[config.mk]
export PLATFORM = sky130hd
export DESIGN_NAME = load_store_unit
export DESIGN_NICKNAME = d
export VERILOG_FILES = /design/src/rtl/load_store_unit_pkg.sv /design/src/rtl/lsu_lane_align.sv /design/src/rtl/load_store_unit.sv
export SDC_FILE = /design/constraint.sdc
export NUM_CORES = 1
export LEC_CHECK = 0
export BUFFER_PORTS_ARGS = -buffer_cell sky130_fd_sc_hd__buf_2
export CAP_MARGIN = 20
export CORE_MARGIN = 3
export CORE_UTILIZATION = 59
export CTS_BUF_LIST = sky130_fd_sc_hd__clkbuf_4
export DETAILED_ROUTE_END_ITERATION = 10
export PLACE_DENSITY = 0.88
export SLEW_MARGIN = 20
export SYNTH_ARGS = -nofsm -noshare
export SYNTH_HDL_FRONTEND = slang
export SYNTH_SLANG_ARGS = --single-unit
[constraint.sdc]
create_clock -name clk -period 4.08 [get_ports clk]
set_input_delay 0.204 -clock clk [delete_from_list [all_inputs] [get_ports clk]]
set_output_delay 0.204 -clock clk [all_outputs]
set_load 0.02 [all_outputs]
[src/rtl/load_store_unit_pkg.sv]
// ---------------------------------------------------------------------------
// load_store_unit_pkg
// Shared definitions for the load/store unit. It holds the access-size
// encodings, the controller state enum and the alignment check that is used
// when a request is accepted.
// ---------------------------------------------------------------------------
package load_store_unit_pkg;

    // Access-size encodings carried on req_size. The value 2'b11 is illegal.
    localparam logic [1:0] SZ_BYTE = 2'b00;
    localparam logic [1:0] SZ_HALF = 2'b01;
    localparam logic [1:0] SZ_WORD = 2'b10;

    typedef enum logic [1:0] {
        IDLE  = 2'b00,
        READ  = 2'b01,
        WRITE = 2'b10,
        RESP  = 2'b11
    } lsu_state_t;

    // Returns 1 when a request can never be carried out. This covers an
    // illegal size, a halfword on an odd byte and a word that is not on a
    // word boundary.
    function automatic logic lsu_bad_request(input logic [1:0] size,
                                             input logic [1:0] offset);
        logic bad;
        bad = 1'b0;
        case (size)
            SZ_BYTE: bad = 1'b0;
            SZ_HALF: bad = offset[0];
            SZ_WORD: bad = (offset != 2'b00);
            default: bad = 1'b1;
        endcase
        return bad;
    endfunction

endpackage

[src/rtl/lsu_lane_align.sv]
// ---------------------------------------------------------------------------
// lsu_lane_align
// Combinational lane logic for the load/store unit. Memory words are
// big-endian, so the byte at offset 0 sits in bits [31:24].
//   size      in  2   access size (SZ_BYTE / SZ_HALF / SZ_WORD)
//   offset    in  2   byte offset inside the word
//   sign_ext  in  1   sign-extend byte and halfword loads
//   rd_word   in  32  word read from memory
//   wdata     in  32  store data, right-justified
//   load_data out 32  extracted and extended load result
//   merged    out 32  rd_word with the addressed lane(s) replaced by wdata
// ---------------------------------------------------------------------------
module lsu_lane_align
    import load_store_unit_pkg::*;
(
    input  logic [1:0]  size,
    input  logic [1:0]  offset,
    input  logic        sign_ext,
    input  logic [31:0] rd_word,
    input  logic [31:0] wdata,
    output logic [31:0] load_data,
    output logic [31:0] merged
);

    logic [7:0] rd_byte     [4];
    logic [7:0] merged_byte [4];

    genvar gi;
    generate
        for (gi = 0; gi < 4; gi++) begin : g_lane
            localparam logic [1:0] LANE = 2'(gi);

            assign rd_byte[gi] = rd_word[31-8*gi -: 8];

            // A halfword store covers the two lanes whose offset[1] matches.
            // The even lane of the pair takes the high byte of the halfword.
            assign merged_byte[gi] =
                (size == SZ_WORD) ? wdata[31-8*gi -: 8] :
                (size == SZ_HALF) ? ((offset[1] == LANE[1]) ?
                                        (LANE[0] ? wdata[7:0] : wdata[15:8]) :
                                        rd_byte[gi]) :
                                    ((offset == LANE) ? wdata[7:0] : rd_byte[gi]);
        end
    endgenerate

    assign merged = {merged_byte[0], merged_byte[1], merged_byte[2], merged_byte[3]};

    logic [7:0]  sel_byte;
    logic [15:0] sel_half;

    assign sel_byte = rd_byte[offset];
    assign sel_half = offset[1] ? rd_word[15:0] : rd_word[31:16];

    always_comb begin
        load_data = rd_word;
        case (size)
            SZ_BYTE: load_data = {{24{sign_ext & sel_byte[7]}}, sel_byte};
            SZ_HALF: load_data = {{16{sign_ext & sel_half[15]}}, sel_half};
            default: load_data = rd_word;
        endcase
    end

endmodule

[src/rtl/load_store_unit.sv]
// ---------------------------------------------------------------------------
// load_store_unit
// This module handles single-outstanding loads and stores to a word-wide,
// big-endian memory with a combinational read path. A byte or halfword store
// is done as a read-modify-write. A misaligned or illegal-size request gets
// an error response without touching memory.
//   clk, rst_n                      clock, asynchronous active-low reset
//   req_valid/req_ready             request handshake (ready only in IDLE)
//   req_we, req_size, req_signed    request kind
//   req_addr, req_wdata             byte address, right-justified store data
//   resp_valid, resp_rdata, resp_err  one-cycle completion
//   data_addr, data_wr, data_out    memory address, write strobe, write data
//   data_in                         memory read data for data_addr
// All outputs are registered.
// ---------------------------------------------------------------------------
module load_store_unit
    import load_store_unit_pkg::*;
(
    input  logic        clk,
    input  logic        rst_n,
    input  logic        req_valid,
    output logic        req_ready,
    input  logic        req_we,
    input  logic [1:0]  req_size,
    input  logic        req_signed,
    input  logic [31:0] req_addr,
    input  logic [31:0] req_wdata,
    output logic        resp_valid,
    output logic [31:0] resp_rdata,
    output logic        resp_err,
    output logic [31:0] data_addr,
    output logic        data_wr,
    output logic [31:0] data_out,
    input  logic [31:0] data_in
);

    lsu_state_t  state_reg;
    logic        we_reg;
    logic [1:0]  size_reg;
    logic        signed_reg;
    logic [1:0]  offset_reg;
    logic [31:0] wdata_reg;

    logic [31:0] load_data;
    logic [31:0] merged;

    lsu_lane_align u_lane_align (
        .size      (size_reg),
        .offset    (offset_reg),
        .sign_ext  (signed_reg),
        .rd_word   (data_in),
        .wdata     (wdata_reg),
        .load_data (load_data),
        .merged    (merged)
    );

    // Moving back to IDLE clears the response fields, so resp_rdata and
    // resp_err are nonzero only while resp_valid is high. The reset also
    // drops data_wr at once, so a store that is abandoned never reaches
    // memory.
    always_ff @(posedge clk or negedge rst_n) begin
        if (!rst_n) begin
            state_reg  <= IDLE;
            req_ready  <= 1'b1;
            resp_valid <= 1'b0;
            resp_rdata <= '0;
            resp_err   <= 1'b0;
            data_addr  <= '0;
            data_wr    <= 1'b0;
            data_out   <= '0;
            we_reg     <= 1'b0;
            size_reg   <= SZ_BYTE;
            signed_reg <= 1'b0;
            offset_reg <= '0;
            wdata_reg  <= '0;
        end else begin
            case (state_reg)
                IDLE: begin
                    if (req_valid && req_ready) begin
                        we_reg     <= req_we;
                        size_reg   <= req_size;
                        signed_reg <= req_signed;
                        offset_reg <= req_addr[1:0];
                        wdata_reg  <= req_wdata;
                        data_addr  <= {req_addr[31:2], 2'b00};
                        req_ready  <= 1'b0;
                        if (lsu_bad_request(req_size, req_addr[1:0])) begin
                            state_reg  <= RESP;
                            resp_valid <= 1'b1;
                            resp_err   <= 1'b1;
                            resp_rdata <= '0;
                        end else if (req_we && (req_size == SZ_WORD)) begin
                            // A full-word store needs no read.
                            state_reg <= WRITE;
                            data_wr   <= 1'b1;
                            data_out  <= req_wdata;
                        end else begin
                            state_reg <= READ;
                        end
                    end
                end
                READ: begin
                    // data_in is valid for the registered data_addr here.
                    if (we_reg) begin
                        state_reg <= WRITE;
                        data_wr   <= 1'b1;
                        data_out  <= merged;
                    end else begin
                        state_reg  <= RESP;
                        resp_valid <= 1'b1;
                        resp_rdata <= load_data;
                    end
                end
                WRITE: begin
                    state_reg  <= RESP;
                    data_wr    <= 1'b0;
                    resp_valid <= 1'b1;
                    resp_rdata <= '0;
                end
                default: begin
                    state_reg  <= IDLE;
                    resp_valid <= 1'b0;
                    resp_err   <= 1'b0;
                    resp_rdata <= '0;
                    req_ready  <= 1'b1;
                end
            endcase
        end
    end

endmodule

# Word-level counts from Yosys, hierarchy flattened
# Index checks and enable logic that the tools add are counted.
# W data, S select, Z words.
# op_classes
magnitude_cmp	1
n_mul	0
reduce_logical	16
muxes	50
addsub	0
shift	0
bitwise	4
eq_ne	15
n_div	0
# op_table
operator	n
$mux W32	7
$pmux W32 S2	3
$mux W8	18
$bmux W8 S2	1
$mux W16	1
$ne A2 B2 Y1 const B	6
$mux W1	11
$eq A2 B2 Y1 const B	5
$reduce_and A5 Y1	2
$pmux W1 S3	3
$eq A2 B1 Y1 const B	4
$logic_not A2 Y1	4
$mux W2	3
$pmux W2 S3	1
$reduce_and A3 Y1	2
$pmux W1 S2	2
$reduce_and A2 Y1	2
$reduce_bool A2 Y1	2
$ge A3 B3 Y1 const B	1
$not A2 Y3	1
$reduce_bool A3 Y1	1
$and A1 B1 Y1	2
$logic_and A1 B1 Y1	2
$reduce_or A2 Y1	1
$not A1 Y1	1
# totals
ram_bits	0
mem_count	0
latch_bits	0
register_bits	138
in_bits	103
rom_bits	0

# Logic depth before layout (Yosys ltp)
# logic_depth
depth_word	8
ltp_mapped	8

# Hierarchy
# A second synthesis with hierarchy kept.
# unflattened
cells_unflattened	724
hier_area_um2	7547.2
# by_module_without_submodules
mod	area_each_um2	instances	cells_each
load_store_unit	6075.8	1	470
lsu_lane_align	1471.4	1	254

# Least setup slack after synthesis
# OpenSTA, ideal clock, no wires.
# synth_timing
path_kind	register to register
start	reg state_reg[0]
end	reg data_out[29]
path_buffers	1
required_time_ns	3.950
t_arrival_ns	1.800
path_stages_with_launch	8
path_slack_ns	2.150
cell_sequence	dfrtp_1 -> inv_1 -> ha_1 -> a21boi_2 -> a2111o_1 -> nor2_2 -> buf_2 -> a31oi_1
# synth_via
elab_chain_cells	3
word_cells_on_any_way	9
classes_between	eq/ne (5); mux (1); reduce/logical (3)
# synth_lines
element	line	source
start: declaration	load_store_unit.sv:37	lsu_state_t state_reg;
start signal: assignment	load_store_unit.sv:63	state_reg <= IDLE;
start signal: assignment	load_store_unit.sv:88	state_reg <= RESP;
start signal: assignment	load_store_unit.sv:94	state_reg <= WRITE;
$eq A2 B1 Y1 or $logic_not A2 Y1 (tied branches)	load_store_unit.sv:77	case (state_reg)
$ne A2 B2 Y1 (no line) or $reduce_bool A2 Y1 (tied branches)	-	
$reduce_and A5 Y1 (no line)	-	
end signal: assignment	load_store_unit.sv:96	data_out <= req_wdata;
end signal: assignment	load_store_unit.sv:107	data_out <= merged;
end: declaration	load_store_unit.sv:33	output logic [31:0] data_out,
# Parallel ways exist; a longest one is shown, timed or not.
# A chain may end at the register's enable or synchronous reset.

# Worst setup path after layout
# layout_timing
start	reg offset_reg[1]
end	reg resp_rdata[27]
# layout_via
elab_chain_cells	8
word_cells_on_any_way	10
classes_between	mux (7); bitwise (3)
# layout_lines
element	line	source
start: declaration	load_store_unit.sv:41	logic [1:0] offset_reg;
start signal: assignment	load_store_unit.sv:83	offset_reg <= req_addr[1:0];
$not A2 Y3 (not written as such)	lsu_lane_align.sv:51	assign sel_byte = rd_byte[offset];
$bmux W8 S2	lsu_lane_align.sv:51	
$mux W8 (not written as such) (2 in a row)	lsu_lane_align.sv:51	
$and A1 B1 Y1	lsu_lane_align.sv:57	SZ_BYTE: load_data = {{24{sign_ext & sel_byte[7]}}, sel_byte};
$pmux W32 S2 (*)	lsu_lane_align.sv:56	case (size)
$mux W32 (*)	load_store_unit.sv:104	if (we_reg) begin
$pmux W32 S2 (*)	load_store_unit.sv:77	
end signal: assignment	load_store_unit.sv:111	resp_rdata <= load_data;
end: declaration	load_store_unit.sv:29	output logic [31:0] resp_rdata,
# Every way passes the cells marked *; elsewhere a longest branch is shown, timed or not. The select of a mux whose other input is x is not followed.

==> run metrics <==
placed cells=1040; Worst R2R Start=offset_reg[1]$_DFFE_PN0P_; Hold-fix buffers, CTS=75; Mapped Cells=721; CTS Buffer Depth=2; Critical Path RT=4.55 ns; post-synth top area share=46.0%; yosys warns=0; f_max=355 MHz; r2r worst-path depth=4; Max Slew Vio Count=0; Final Hold Viols=0; sequential area share after synthesis=46.4%; WL final=24700 um; Synth Cell Area=7450 sq um; CTS tree=yes; count leader, synth=dfrtp_1; H-tree levels=4; cell taking the most area after synthesis=dfrtp_1; gpl congestion=0.918; final non-filler cell total=1150; clock slew at reported path FFs=0.12 ns; Max VDD drop=590 uV; synth top area cells=dfrtp_1 46%, mux2_2 11%, o21ai_0 3.8%; cell area power density=858 nW/um^2; ANT nets after route=0; largest net degree at the start of global routing=111; setup TNS=0 ns; Setup crit end kind=flop; Residual DRC=0; Synth Area per Inst=10.3 sq um; Clk Latency, worst-skew pair=0.58 ns; flops & latches, synth=138; skew final=0.0197 ns; Placement Rows=40; Post-synth top cells=137 x dfrtp_1, 74 x mux2_2, 61 x nand2_1; setup violators final=0; relative slew slack=30.4%; CTS Buf Count=17; DIE AREA=14000 sq um; max-cap violations=0; post-layout min period=2.82 ns; vias per std cell=6.31; Synth cell types=61; initial drt markers=873; number of enable flip-flop cells after synthesis=0; Layout area overhead=28.9%; vias in the first global route=7258; I/O pin count=203; CP startpoint=offset_reg[1]$_DFFE_PN0P_; global-route wire length before repair=39400 um; Starting Density=61.3%; DR vias=7261; drt first pass iters=5; RSZ-0062 raised after global routing=no; clock net sink count=138; status=finished, final reports clean; P_leak=0.00440 uW; overall power=8240 uW; Congestion Overflow GR=0; Hold WC Path Type=input port to flop; Vert. Die Dim=118 um; Core Util, Final=79.0%; Critical Path End=resp_rdata[27]$_DFFE_PN0P_; DP HPWL=16000 um; Post-synth ARST share=100%; count of input and output buffers=200; PostCTS Resize Cnt=0; CTS Root Cell=clkbuf_4; die width=118 um; CORE AREA=12200 sq um; Tcrit/Tclk final=69.0%; average routed wire per standard cell=21.5 um; Post-CTS Setup Bufs=0; Slew @ Worst Pin=1.04 ns; initial antenna violation count=1; minimum setup slack among reg-to-reg paths=1.26 ns; layout cells sized above 1=34.6%; worst setup path class=flop to flop; Layout Nets=1075; Crit Path Max Fanout=31; predominant post-synthesis flop cell=dfrtp_1; CP Launch Type=flop; reg2reg end=resp_rdata[27]$_DFFE_PN0P_; GR Util All Layers=35.5%; WP data arrival=3.28 ns
## routing by layer
layer | GRT usage [%] | vias to the layer above | wire (um)
met3 | 10.2 | 88 | 2780
met5 | 0 | - | 0
met4 | 16.1 | 0 | 1060
li1 | - | 3173 | -
met1 | 47.4 | 3472 | 9700
met2 | 53.8 | 528 | 11200
## worst max-delay path: stages, from the launching register on
cell and delay, ns:
dfrtp_1 1.05, mux2_2 0.43, mux2i_1 0.75, o21ai_0 0.23, a22o_1 0.23
## final cells by class
type                    count  area (sq um)
clock inverters            14           225
inverters                  16          60.1
fillers                   801          2560
diodes                      1          2.50
clock buffers              18           135
flip-flops and latches    138          3450
well taps                 168           210
repair buffers            288          1870
multi-input cells         507          3650
## worst min-delay path by stage
stage | startpoint | to | slack (ns) | cells past startpoint
final | data_in[1] | resp_rdata[1]$_DFFE_PN0P_ | 0.04 | 3
after CTS | data_in[24] | resp_rdata[24]$_DFFE_PN0P_ | 0.00009 | 4
after floorplan | rst_n | data_addr[10]$_DFFE_PN0P_ | -0.09 | 0
after global routing | data_in[9] | resp_rdata[9]$_DFFE_PN0P_ | 0.01 | 3
after detailed placement | rst_n | resp_rdata[29]$_DFFE_PN0P_ | 0.40 | 1
after global placement | rst_n | resp_rdata[29]$_DFFE_PN0P_ | 0.39 | 1
## through the flow
stage | instance area (sq um) | worst slack, ns | hold WS [ns]
final | 9600 | 1.26 | 0.0380
after global routing | 9600 | 0.958 | 0.0139
after CTS | 9580 | 1.24 | 0.0000930
after detailed placement | 8460 | 1.27 | 0.402
after global placement | 8460 | 1.42 | 0.393
after floorplan | 7450 | 2.15 | -0.0916
## cell families after synthesis
logic type,share of synthesized area (%)
compound gates,23.6
fa+ha+maj,0.672
buf+inv,4.87
flops,46.4
mux,13.5
other cells,0.0503
simple gates,11.0
## report_power, final
| part | leakage [uW] | internal [uW] | total, uW | switching, uW |
|---|---|---|---|---|
| Combinational | 0.00253 | 1740 | 4460 | 2720 |
| Clock | 0.000195 | 610 | 1130 | 519 |
| Sequential | 0.00168 | 2030 | 2650 | 613 |
## layout by cell type, fill, tap and decap left out, types with 11 or more instances in the layout
| cell | synthesis | routed |
|---|---|---|
| nor2_1 | 21 | 21 |
| mux2i_1 | 15 | 15 |
| nand2_1 | 61 | 61 |
| a21oi_1 | 45 | 45 |
| dlygate4sd3_1 | 0 | 76 |
| clkbuf_4 | 0 | 18 |
| buf_4 | 3 | 11 |
| inv_1 | 14 | 14 |
| a31oi_1 | 32 | 32 |
| buf_2 | 23 | 199 |
| a22o_1 | 23 | 23 |
| mux2_2 | 74 | 74 |
| nand2b_1 | 16 | 16 |
| dfrtp_1 | 137 | 137 |
| o31ai_1 | 12 | 12 |
| o21ai_0 | 57 | 57 |
| nor2b_1 | 21 | 21 |
No activity file was read; power rests on OpenSTA's default activity.
